[config.mk]
export PLATFORM = sky130hd
export DESIGN_NAME = set_bit_walker
export DESIGN_NICKNAME = d
export VERILOG_FILES = /design/src/rtl/set_bit_walker_pkg.sv /design/src/rtl/set_bit_walker_onehot_to_index.sv /design/src/rtl/set_bit_walker.sv
export SDC_FILE = /design/constraint.sdc
export NUM_CORES = 1
export LEC_CHECK = 0
export BUFFER_PORTS_ARGS = -buffer_cell sky130_fd_sc_hd__clkbuf_2
export CAP_MARGIN = 20
export CORE_MARGIN = 3
export CORE_UTILIZATION = 48
export DETAILED_ROUTE_END_ITERATION = 12
export HOLD_SLACK_MARGIN = 0.03
export PLACE_DENSITY = 0.84
export SKIP_CTS_REPAIR_TIMING = 1
export SLEW_MARGIN = 20
export SYNTH_ARGS = -nofsm -noshare
export SYNTH_HDL_FRONTEND = slang
export SYNTH_SLANG_ARGS = --single-unit
[constraint.sdc]
create_clock -name clk -period 2.1 [get_ports clk]
set_input_delay 0.105 -clock clk [delete_from_list [all_inputs] [get_ports clk]]
set_output_delay 0.105 -clock clk [all_outputs]
set_load 0.1 [all_outputs]
[src/rtl/set_bit_walker_pkg.sv]
// Shared types and width helpers for set_bit_walker.
// Optional feature macro: SET_BIT_WALKER_COUNT_EN (adds out_count).
package set_bit_walker_pkg;

    typedef enum logic {
        IDLE = 1'b0,
        WALK = 1'b1
    } walker_state_t;

    // Width of a binary index into a word of w bits.
    function automatic int index_width(input int w);
        return (w > 1) ? $clog2(w) : 1;
    endfunction

`ifdef SET_BIT_WALKER_COUNT_EN
    // Width of a 1-based beat ordinal, which can reach w.
    function automatic int count_width(input int w);
        return $clog2(w + 1);
    endfunction
`endif

endpackage

[src/rtl/set_bit_walker_onehot_to_index.sv]
// Combinational one-hot to binary encoder; an all-zero input gives index 0.
module onehot_to_index
    import set_bit_walker_pkg::*;
#(
    parameter int WORD_WIDTH = 8,
    localparam int IW = index_width(WORD_WIDTH)
) (
    input  logic [WORD_WIDTH-1:0] onehot_i,
    output logic [IW-1:0]         index_o
);

    // OR together the positions of every set bit (exactly one for a valid one-hot).
    always_comb begin
        index_o = '0;
        for (int unsigned i = 0; i < WORD_WIDTH; i++) begin
            if (onehot_i[i]) begin
                index_o = index_o | IW'(i);
            end
        end
    end

endmodule

[src/rtl/set_bit_walker.sv]
// Drains the set bits of an accepted word, one per beat, senior- or junior-first.
// Optional feature macro: SET_BIT_WALKER_COUNT_EN (adds out_count beat ordinal).
module set_bit_walker
    import set_bit_walker_pkg::*;
#(
    parameter int WORD_WIDTH = 8,
    localparam int IW = index_width(WORD_WIDTH)
`ifdef SET_BIT_WALKER_COUNT_EN
    ,
    localparam int CW = count_width(WORD_WIDTH)
`endif
) (
    input  logic                  clk,
    input  logic                  rst,
    input  logic                  in_valid,
    output logic                  in_ready,
    input  logic [WORD_WIDTH-1:0] in_word,
    input  logic                  in_senior_first,
    output logic                  out_valid,
    input  logic                  out_ready,
    output logic [WORD_WIDTH-1:0] out_onehot,
    output logic [IW-1:0]         out_index,
    output logic                  out_last,
    output logic                  out_zero,
`ifdef SET_BIT_WALKER_COUNT_EN
    output logic [CW-1:0]         out_count,
`endif
    output logic                  busy
);

    walker_state_t         state_q, state_d;
    logic [WORD_WIDTH-1:0] rem_q, rem_d;
    logic                  order_q, order_d;
`ifdef SET_BIT_WALKER_COUNT_EN
    logic [CW-1:0]         count_q, count_d;
`endif

    logic [WORD_WIDTH-1:0] rem_rev, rev_iso, senior_iso, junior_iso, sel_iso;
    logic                  walking, multi_bit;

    // Isolate the junior-most bit directly and the senior-most bit via bit reversal.
    always_comb begin
        rem_rev    = '0;
        senior_iso = '0;
        for (int unsigned i = 0; i < WORD_WIDTH; i++) begin
            rem_rev[i] = rem_q[WORD_WIDTH-1-i];
        end
        junior_iso = rem_q & (~rem_q + WORD_WIDTH'(1));
        rev_iso    = rem_rev & (~rem_rev + WORD_WIDTH'(1));
        for (int unsigned i = 0; i < WORD_WIDTH; i++) begin
            senior_iso[i] = rev_iso[WORD_WIDTH-1-i];
        end
        sel_iso   = order_q ? senior_iso : junior_iso;
        multi_bit = |(rem_q & (rem_q - WORD_WIDTH'(1)));
    end

    assign walking    = (state_q == WALK);
    assign in_ready   = !walking;
    assign out_valid  = walking;
    assign busy       = walking;
    assign out_onehot = walking ? sel_iso : '0;
    // A zero remainder in WALK can only come from an all-zero input word.
    assign out_last   = walking && !multi_bit;
    assign out_zero   = walking && (rem_q == '0);
`ifdef SET_BIT_WALKER_COUNT_EN
    assign out_count  = count_q;
`endif

    onehot_to_index #(
        .WORD_WIDTH (WORD_WIDTH)
    ) u_enc (
        .onehot_i (out_onehot),
        .index_o  (out_index)
    );

    // Next-state: capture on accept, clear emitted bit on each consumed beat.
    always_comb begin
        state_d = state_q;
        rem_d   = rem_q;
        order_d = order_q;
`ifdef SET_BIT_WALKER_COUNT_EN
        count_d = count_q;
`endif
        unique case (state_q)
            IDLE: begin
                if (in_valid) begin
                    rem_d   = in_word;
                    order_d = in_senior_first;
                    state_d = WALK;
`ifdef SET_BIT_WALKER_COUNT_EN
                    count_d = (in_word != '0) ? CW'(1) : '0;
`endif
                end
            end
            WALK: begin
                if (out_ready) begin
                    rem_d = rem_q & ~sel_iso;
                    if (out_last) begin
                        state_d = IDLE;
                    end
`ifdef SET_BIT_WALKER_COUNT_EN
                    count_d = out_last ? '0 : count_q + CW'(1);
`endif
                end
            end
            default: state_d = IDLE;
        endcase
    end

    // State register with synchronous reset.
    always_ff @(posedge clk) begin
        if (rst) begin
            state_q <= IDLE;
            rem_q   <= '0;
            order_q <= 1'b0;
`ifdef SET_BIT_WALKER_COUNT_EN
            count_q <= '0;
`endif
        end else begin
            state_q <= state_d;
            rem_q   <= rem_d;
            order_q <= order_d;
`ifdef SET_BIT_WALKER_COUNT_EN
            count_q <= count_d;
`endif
        end
    end

endmodule

==> run summary, run 1 <==
Drt total wl -> 3005 um
Die ar. -> 2272 sq um
Starting density of the core -> 0.5286
Pin count of the biggest net entering global routing -> 18
# nets final -> 150
Ys async rst share -> 0
Gate count of the mapped netlist -> 104
Arr. time, crit path -> 2110 ps
Routed len/inst -> 19.77 um
# rows -> 14
Vias per cell -> 6.441
Dpl hpwl -> 1892 um
Area growth syn-to-layout -> 60.96%
Multi-input logic area -> 616.8 sq um
Status -> finished with violations
Ports -> 29
Worst-Margin Slew -> 567.8 ps
DR vias -> 979
Min Tclk post-route -> 2213 ps
Netlist cell types -> 45
Root buffer cell -> clkbuf_4
Final setup fails -> 9
Core Region -> 1577 sq um
Pwr/cell area -> 640.7 nW/um^2
Fill count -> 85
CTS clock-pin slew for the worst setup and hold paths -> 70 ps
Port Buffer Count -> 28
GR Util All Layers -> 0.2445
Hold WS -> 41.61 ps
Longest Clk Path Bufs -> 2
Data required, critical path -> 2000 ps
Max H-tree Level -> 1
Layout cells sized above 1 -> 0.5515
FF+latch area -> 205.2 sq um
Remaining DRCs -> 0
Worst vdd ir -> 508.1 uV
Slew headroom -> 0.6231
Clock sink count -> 10
Critical Path Fanout Max -> 10
Design area -> 1341 sq um
Yosys top cell by area -> dfxtp_1
Initial antenna violation count -> 0
Hold Crit Class -> input pin to flop
Area post-placement -> 1216 sq um
Ys flop type -> dfxtp_1
Final WS setup -> -113.4 ps
EDFF count, synth -> 0
Global-route wire length before repair -> 3939 um
Gp weighted congestion -> 0.8534
Syn Area/Cell -> 8.012 sq um
Clock Skews -> 0.7436 ps
CP endpoint kind -> output pin
First drt pass iteration count -> 6
Syn Nets -> 117
Setup CP Type -> flop to output pin
Sequential area share after synthesis -> 0.2402
Post-DRT Antenna Nets -> 0
Final count of pins violating max slew -> 0
LEAKAGE -> 0.0005594 uW
Share of the synthesized area in the top cell type -> 0.2402
Failing checks -> setup timing
RSZ-0062 raised after global routing -> yes
Cell area after synthesis -> 833.3 sq um
Total grt overflow -> 0
Syn. warnings -> 0
Number of diodes -> 0
Initial DRC Count -> 75
Most common cell after layout, fill and taps aside -> clkbuf_2
Vias in the first global route -> 844
Clk_lat worst skew -> 280 ps
Most frequent cells in the layout -> clkbuf_2 (15), buf_12 (13), buf_4 (13)
F_max -> 451.8 MHz
Seq cells post-synth -> 10
Tcrit/Tclk final -> 1.054
Final Hold Viols -> 0
Setup TNS -> -477.4 ps
Critical Path Start Type -> flop
Die Ht -> 47.67 um
Die width -> 47.67 um
TritonCTS clock tree -> yes
Top cells by area, synth -> dfxtp_1 (24%), nand2_1 (5.0%), buf_4 (4.5%)
Max_cap viols -> 0
CTS buffer count -> 3
-- sequential cells by signal, indices dropped and copies added (netlist names) --
| register | cells |
|---|---|
| busy | 1 |
| order_q | 1 |
| rem_q | 8 |
-- kinds of logic (layout without fill, tap and decap cells) --
family	Yosys count	after routing	share of synthesized area
AO/OA/AOI/OAI	31	31	0.2943
adder cells (fa/ha/maj)	1	1	0.01201
buffers and inverters	19	51	0.1607
flip-flops	10	10	0.2402
multiplexers	2	2	0.02402
AND/OR/NAND/NOR	41	41	0.2688
-- cells in the mapped netlist (3+ instances only) --
library cell / number
o21ai_0: 3
nand2_1: 11
inv_1: 6
nor2_1: 5
clkbuf_1: 3
nand3_1: 3
and2_1: 3
and3_1: 4
a21oi_1: 5
buf_4: 5
dfxtp_1: 10
or3_1: 3
-- per-stage QoR --
step	utilization	instances	worst slack, ps	total power, uW
after global routing	0.8508	152	-166.8	887.5
after detailed placement	0.7714	146	83.59	632.9
after CTS	0.7944	150	-216.3	809.8
after global placement	0.7714	146	195.9	619.9
final	0.8508	152	-113.4	859.4
after floorplan	-	104	-408.1	529.7
-- critical path, cell delays in order, from the launching register on --
cell,delay (ps)
dfxtp_1,320
buf_4,180
or3b_2,480
o31ai_2,310
a21oi_1,120
o211ai_4,200
buf_12,200
-- report_power, final --
| group | switching, uW | internal, uW | total [uW] |
|---|---|---|---|
| Clock | 77.7 | 106 | 183 |
| Combinational | 293 | 162 | 454 |
| Sequential | 17.6 | 204 | 222 |
| Total | 388 | 471 | 859 |
-- cell type report --
type / instances / share of cell area
well taps: 16 / 0.01493
clock buffers: 4 / 0.02705
repair buffers: 41 / 0.3228
inverters: 6 / 0.02239
multi-input cells: 75 / 0.4599
flip-flops and latches: 10 / 0.1530
-- metal layers --
layer  track usage  vias to the layer above  routed length (um)
met2        0.4278                       75                1481
met5             0                        -                   0
li1              -                      454                   -
met1        0.3065                      436                1126
met4       0.09677                        0                 119
met3       0.02256                       14                 278
-- worst paths after layout --
kind	endpoint	slack [ps]	startpoint	cells after the start
worst max-delay path	out_index[1]	-110	rem_q[5]$_SDFFE_PP0P_	6
worst min-delay path	order_q$_SDFFE_PP0P_	40	in_senior_first	3
worst max register to register	rem_q[1]$_SDFFE_PP0P_	470	rem_q[7]$_SDFFE_PP0P_	5
worst min register to register	busy$_SDFF_PP0_	620	busy$_SDFF_PP0_	2
No activity file was read; power rests on OpenSTA's default activity.
==> inputs of run 2 (changes only) <==
--- a/config.mk
+++ b/config.mk
@@ -5,13 +5,14 @@
 export SDC_FILE = /design/constraint.sdc
 export NUM_CORES = 1
 export LEC_CHECK = 0
+export ABC_AREA = 1
 export BUFFER_PORTS_ARGS = -buffer_cell sky130_fd_sc_hd__clkbuf_2
 export CAP_MARGIN = 20
 export CORE_MARGIN = 3
-export CORE_UTILIZATION = 48
+export CORE_UTILIZATION = 50
 export DETAILED_ROUTE_END_ITERATION = 12
 export HOLD_SLACK_MARGIN = 0.03
-export PLACE_DENSITY = 0.84
+export PLACE_DENSITY = 0.86
 export SKIP_CTS_REPAIR_TIMING = 1
 export SLEW_MARGIN = 20
 export SYNTH_ARGS = -nofsm -noshare
==> run 2 against run 1 <==
The run now ends clean. First-iteration DRC count shrank 19%. Clock-buffer cell count is the same. Largest cell class unchanged. Via count grew 2.6%.
==> run summary, run 2 <==
Critical Path Start Type -> flop
Drt total wl -> 2392 um
GR Util All Layers -> 0.2086
Final count of pins violating max slew -> 0
Vias in the first global route -> 934
Area growth syn-to-layout -> 19.89%
CTS buffer count -> 3
Final setup fails -> 0
F_max -> 518.2 MHz
Top cells by area, synth -> dfxtp_1 (22%), nand2_1 (12%), a211oi_2 (8.2%)
Starting density of the core -> 0.5660
Gate count of the mapped netlist -> 140
Vias per cell -> 5.257
Worst vdd ir -> 505.8 uV
Min Tclk post-route -> 1930 ps
Multi-input logic area -> 584.3 sq um
First drt pass iteration count -> 4
TritonCTS clock tree -> yes
Core Region -> 1612 sq um
Sequential area share after synthesis -> 0.2195
CP endpoint kind -> output pin
Non-filler cells, final -> 191
Pin count of the biggest net entering global routing -> 19
Clock Skews -> 8.359 ps
Max FFs per register -> 8
Initial antenna violation count -> 0
LEAKAGE -> 0.0006286 uW
Syn. warnings -> 0
Setup CP Type -> flop to output pin
Post-DRT Antenna Nets -> 0
DR vias -> 1,004
Worst slack, placed -> 489.0 ps
Placed cell count -> 187
Remaining DRCs -> 0
Pwr/cell area -> 755.6 nW/um^2
Number of diodes -> 0
Setup TNS -> 0 ps
FF+latch area -> 201.4 sq um
Ys async rst share -> 0
Die Ht -> 48.71 um
Layout cells sized above 1 -> 0.4072
Most frequent cells in the layout -> nand2_1 (28), clkbuf_2 (28), inv_1 (19)
Netlist cell types -> 23
Global-route wire length before repair -> 4064 um
# rows -> 14
Arr. time, crit path -> 1820 ps
Final Hold Viols -> 0
Ports -> 29
Critical Path Fanout Max -> 6
Syn Nets -> 153
Longest Clk Path Bufs -> 2
Routed len/inst -> 12.52 um
# nets final -> 181
Area post-placement -> 1057 sq um
Status -> finished clean
Max_cap viols -> 0
Clock sink count -> 10
Clk_lat worst skew -> 280 ps
Most common cell in the netlist -> nand2_1
Final WS setup -> 170.2 ps
Cell area after synthesis -> 912.1 sq um
Syn Area/Cell -> 6.515 sq um
Seq cells post-synth -> 10
Top reg by flops -> rem_q
Total grt overflow -> 0
Design area -> 1094 sq um
Root buffer cell -> clkbuf_4
Yosys top cell by area -> dfxtp_1
Die width -> 48.71 um
Dpl hpwl -> 1845 um
Initial DRC Count -> 61
Die ar. -> 2373 sq um
Port Buffer Count -> 28
Tcrit/Tclk final -> 0.9189
Share of the synthesized area in the top cell type -> 0.2195
CTS clock-pin slew for the worst setup and hold paths -> 70 ps
Max H-tree Level -> 1
Fill count -> 152
Data required, critical path -> 2000 ps
EDFF count, synth -> 0
RSZ-0062 raised after global routing -> no
Synth top cells by count -> nand2_1 (28), inv_1 (19), nor2_1 (15)
Ys flop type -> dfxtp_1
Hold Crit Class -> input pin to flop
Worst-Margin Slew -> 543.5 ps
Hold WS -> 103.2 ps
Slew headroom -> 0.6392
Gp weighted congestion -> 0.9103
-- run 2: cell count changes after synthesis, moves of 4 or more --
cell      previous run  this run
nand2_1             11        28
inv_1                6        19
nor2_1               5        15
inv_2                0         8
nand2_2              0         7
a211oi_2             0         6
o21ai_1              0         6
and3_1               4         0
nand3_1              3         7
nand3_2              0         4
nor2_4               0         4
-- run 2: power breakdown --
| part | internal, uW | total [uW] | switching, uW |
|---|---|---|---|
| registers | 208 | 246 | 38.1 |
| clock network | 106 | 181 | 75.1 |
| logic | 91.7 | 400 | 308 |
-- run 2: final cells by class --
cell class	count	share of cell area
multi-input combinational	98	0.5343
sequential	10	0.1842
tap	24	0.02746
inverter	27	0.09268
clock buffer	4	0.03318
timing repair buffer	28	0.1281
-- run 2: critical path: stages, from the launching register on --
cell,delay (ps)
dfxtp_1,410
nor2_4,180
nand3_2,120
o21ai_2,180
nand2_2,90
nand3b_1,100
clkbuf_2,460
-- run 2: final timing paths --
path         cells after the start  slack (ps)             startpoint               endpoint
max                              6         170  rem_q[3]$_SDFFE_PP0P_           out_index[2]
min                              4         100              out_ready        busy$_SDFF_PP0_
max reg2reg                      4         800        busy$_SDFF_PP0_  rem_q[1]$_SDFFE_PP0P_
min reg2reg                      3         590  rem_q[4]$_SDFFE_PP0P_  rem_q[4]$_SDFFE_PP0P_
-- run 2: per-layer routing --
layer | routed length [um] | global-route usage | up-vias
li1 | - | - | 495
met1 | 1005 | 0.2570 | 437
met2 | 1096 | 0.3484 | 65
met3 | 249 | 0.04294 | 7
met4 | 41 | 0.09005 | 0
met5 | 0 | 0 | -
-- run 2: per-stage QoR --
stage	total power, uW	utilization
final	826.3	0.6786
after global routing	865.7	0.6786
after CTS	825.5	0.6786
after detailed placement	644.0	0.6561
after global placement	637.2	0.6561
after floorplan	588.1	-
-- run 2: cells by family after synthesis --
group | count (synthesis) | share of synthesized area
flops | 10 | 0.2195
buf+inv | 32 | 0.1646
compound gates | 26 | 0.2071
simple gates | 72 | 0.4088
==> inputs of run 3 (changes only) <==
--- a/config.mk
+++ b/config.mk
@@ -8,7 +8,7 @@
 export ABC_AREA = 1
 export BUFFER_PORTS_ARGS = -buffer_cell sky130_fd_sc_hd__clkbuf_2
 export CAP_MARGIN = 20
-export CORE_MARGIN = 3
+export CORE_MARGIN = 4
 export CORE_UTILIZATION = 50
 export DETAILED_ROUTE_END_ITERATION = 12
 export HOLD_SLACK_MARGIN = 0.03
==> run 3 against run 2 <==
Non-clock buffer count stayed put. Power is 0.57% lower. Core utilization is 4.5 points lower. Final cell count is 0.52% higher. Wire length is 4.9% lower. Sequential share of layout area hardly changed. Sequential power hardly changed. Final area is 0.11% higher. Maximum frequency is 0.81% lower. Global-route usage is 1.7 points lower. Worst hold slack worse by 3.0 ps.
==> run summary, run 3 (synthesis gave the netlist of run 2 again) <==
First drt pass iteration count -> 4
Top reg by flops -> rem_q
LEAKAGE -> 0.0006286 uW
Tcrit/Tclk final -> 0.9265
Arr. time, crit path -> 1840 ps
Final count of pins violating max slew -> 0
Vias in the first global route -> 854
CTS clock-pin slew for the worst setup and hold paths -> 70 ps
Critical Path Start Type -> flop
Worst slack, placed -> 483.7 ps
TritonCTS clock tree -> yes
Drt total wl -> 2274 um
Clk_lat worst skew -> 270 ps
Die Ht -> 50.71 um
Number of diodes -> 0
Logic pwr share -> 0.482
Status -> finished clean
Met3 Track Usage GR -> 0.03264
Root buffer cell -> clkbuf_4
Hold WS -> 100.2 ps
Grt peak-use layer -> met2
Routed len/inst -> 11.84 um
RSZ-0062 raised after global routing -> no
Layout cells sized above 1 -> 0.4072
Gp weighted congestion -> 0.9231
GR Util All Layers -> 0.1912
Clk pwr share -> 0.219
Setup CP Type -> flop to output pin
Initial antenna violation count -> 0
Total grt overflow -> 0
Clock Skews -> 3.538 ps
Pwr/cell area -> 750.4 nW/um^2
Min Tclk post-route -> 1946 ps
Fill count -> 168
Design area -> 1095 sq um
Internal power -> 404.6 uW
Area growth syn-to-layout -> 20.03%
CP endpoint kind -> output pin
Final setup fails -> 0
Port Buffer Count -> 28
M1 GR Usage -> 0.2308
Remaining DRCs -> 0
Most frequent cells in the layout -> nand2_1 (28), clkbuf_2 (28), inv_1 (19)
Worst-Margin Slew -> 542.4 ps
# nets final -> 181
Util after Layout -> 0.6341
Final WS setup -> 154.4 ps
Core Region -> 1727 sq um
Area post-placement -> 1059 sq um
Slew headroom -> 0.6400
Initial DRC Count -> 42
Critical Path Fanout Max -> 5
Post-DRT Antenna Nets -> 0
Starting density of the core -> 0.5283
Net switching power -> 416.9 uW
Vias per cell -> 5.214
Max FFs per register -> 8
Dpl hpwl -> 1767 um
Ports -> 29
GRT met2 Usage -> 0.3239
Max_cap viols -> 0
Max H-tree Level -> 1
# rows -> 15
Global-route wire length before repair -> 3739 um
Die width -> 50.71 um
Hold Crit Class -> input pin to flop
CTS buffer count -> 3
Data required, critical path -> 2000 ps
Switch share -> 0.5075
Die ar. -> 2572 sq um
Final Hold Viols -> 0
Worst vdd ir -> 390.5 uV
Pin count of the biggest net entering global routing -> 19
Clock sink count -> 10
DR vias -> 1,001
Sequential share of power -> 0.299
F_max -> 514.0 MHz
Setup TNS -> 0 ps
Longest Clk Path Bufs -> 2
-- run 3: cell type report --
type                    instances  area [sq um]  area share
multi-input cells              98         584.3      0.5337
flip-flops and latches         10         201.4      0.1840
repair buffers                 28         140.1      0.1280
inverters                      27         101.3     0.09257
clock buffers                   4         36.28     0.03314
well taps                      25         31.28     0.02857
-- run 3: path summary, 6_finish.rpt --
check | cells after the start | startpoint | slack [ps] | endpoint
max | 7 | rem_q[0]$_SDFFE_PP0P_ | 150 | out_index[2]
min | 4 | out_ready | 100 | busy$_SDFF_PP0_
max reg2reg | 4 | busy$_SDFF_PP0_ | 800 | rem_q[6]$_SDFFE_PP0P_
min reg2reg | 3 | rem_q[4]$_SDFFE_PP0P_ | 600 | rem_q[4]$_SDFFE_PP0P_
-- run 3: layer usage --
metal,vias up,routed length (um)
met2,58,1052
met3,6,212
met5,-,0
met4,0,55
li1,502,-
met1,435,953
-- run 3: worst max-delay path: stages (launching register included) --
cell and delay [ps]:
dfxtp_1 380, nor2_4 190, nand3_2 160, nand2_1 120, nand2_2 80, nand2_1 80
nand3b_1 100, clkbuf_2 460
-- run 3: power by group through the flow --
stage | clock network [uW] | logic [uW] | registers (uW)
global placement | 0 | 390 | 248
detailed placement | 0 | 395 | 249
global route | 189 | 424 | 249
CTS | 183 | 396 | 244
finish | 180 | 396 | 246
floorplan | 0 | 340 | 248
-- run 3: through the flow --
stage | total power (uW) | instances
final | 821.6 | 192
after global routing | 861.7 | 192
after CTS | 823.4 | 192
after detailed placement | 643.7 | 188
after global placement | 637.7 | 188
after floorplan | 588.1 | 140
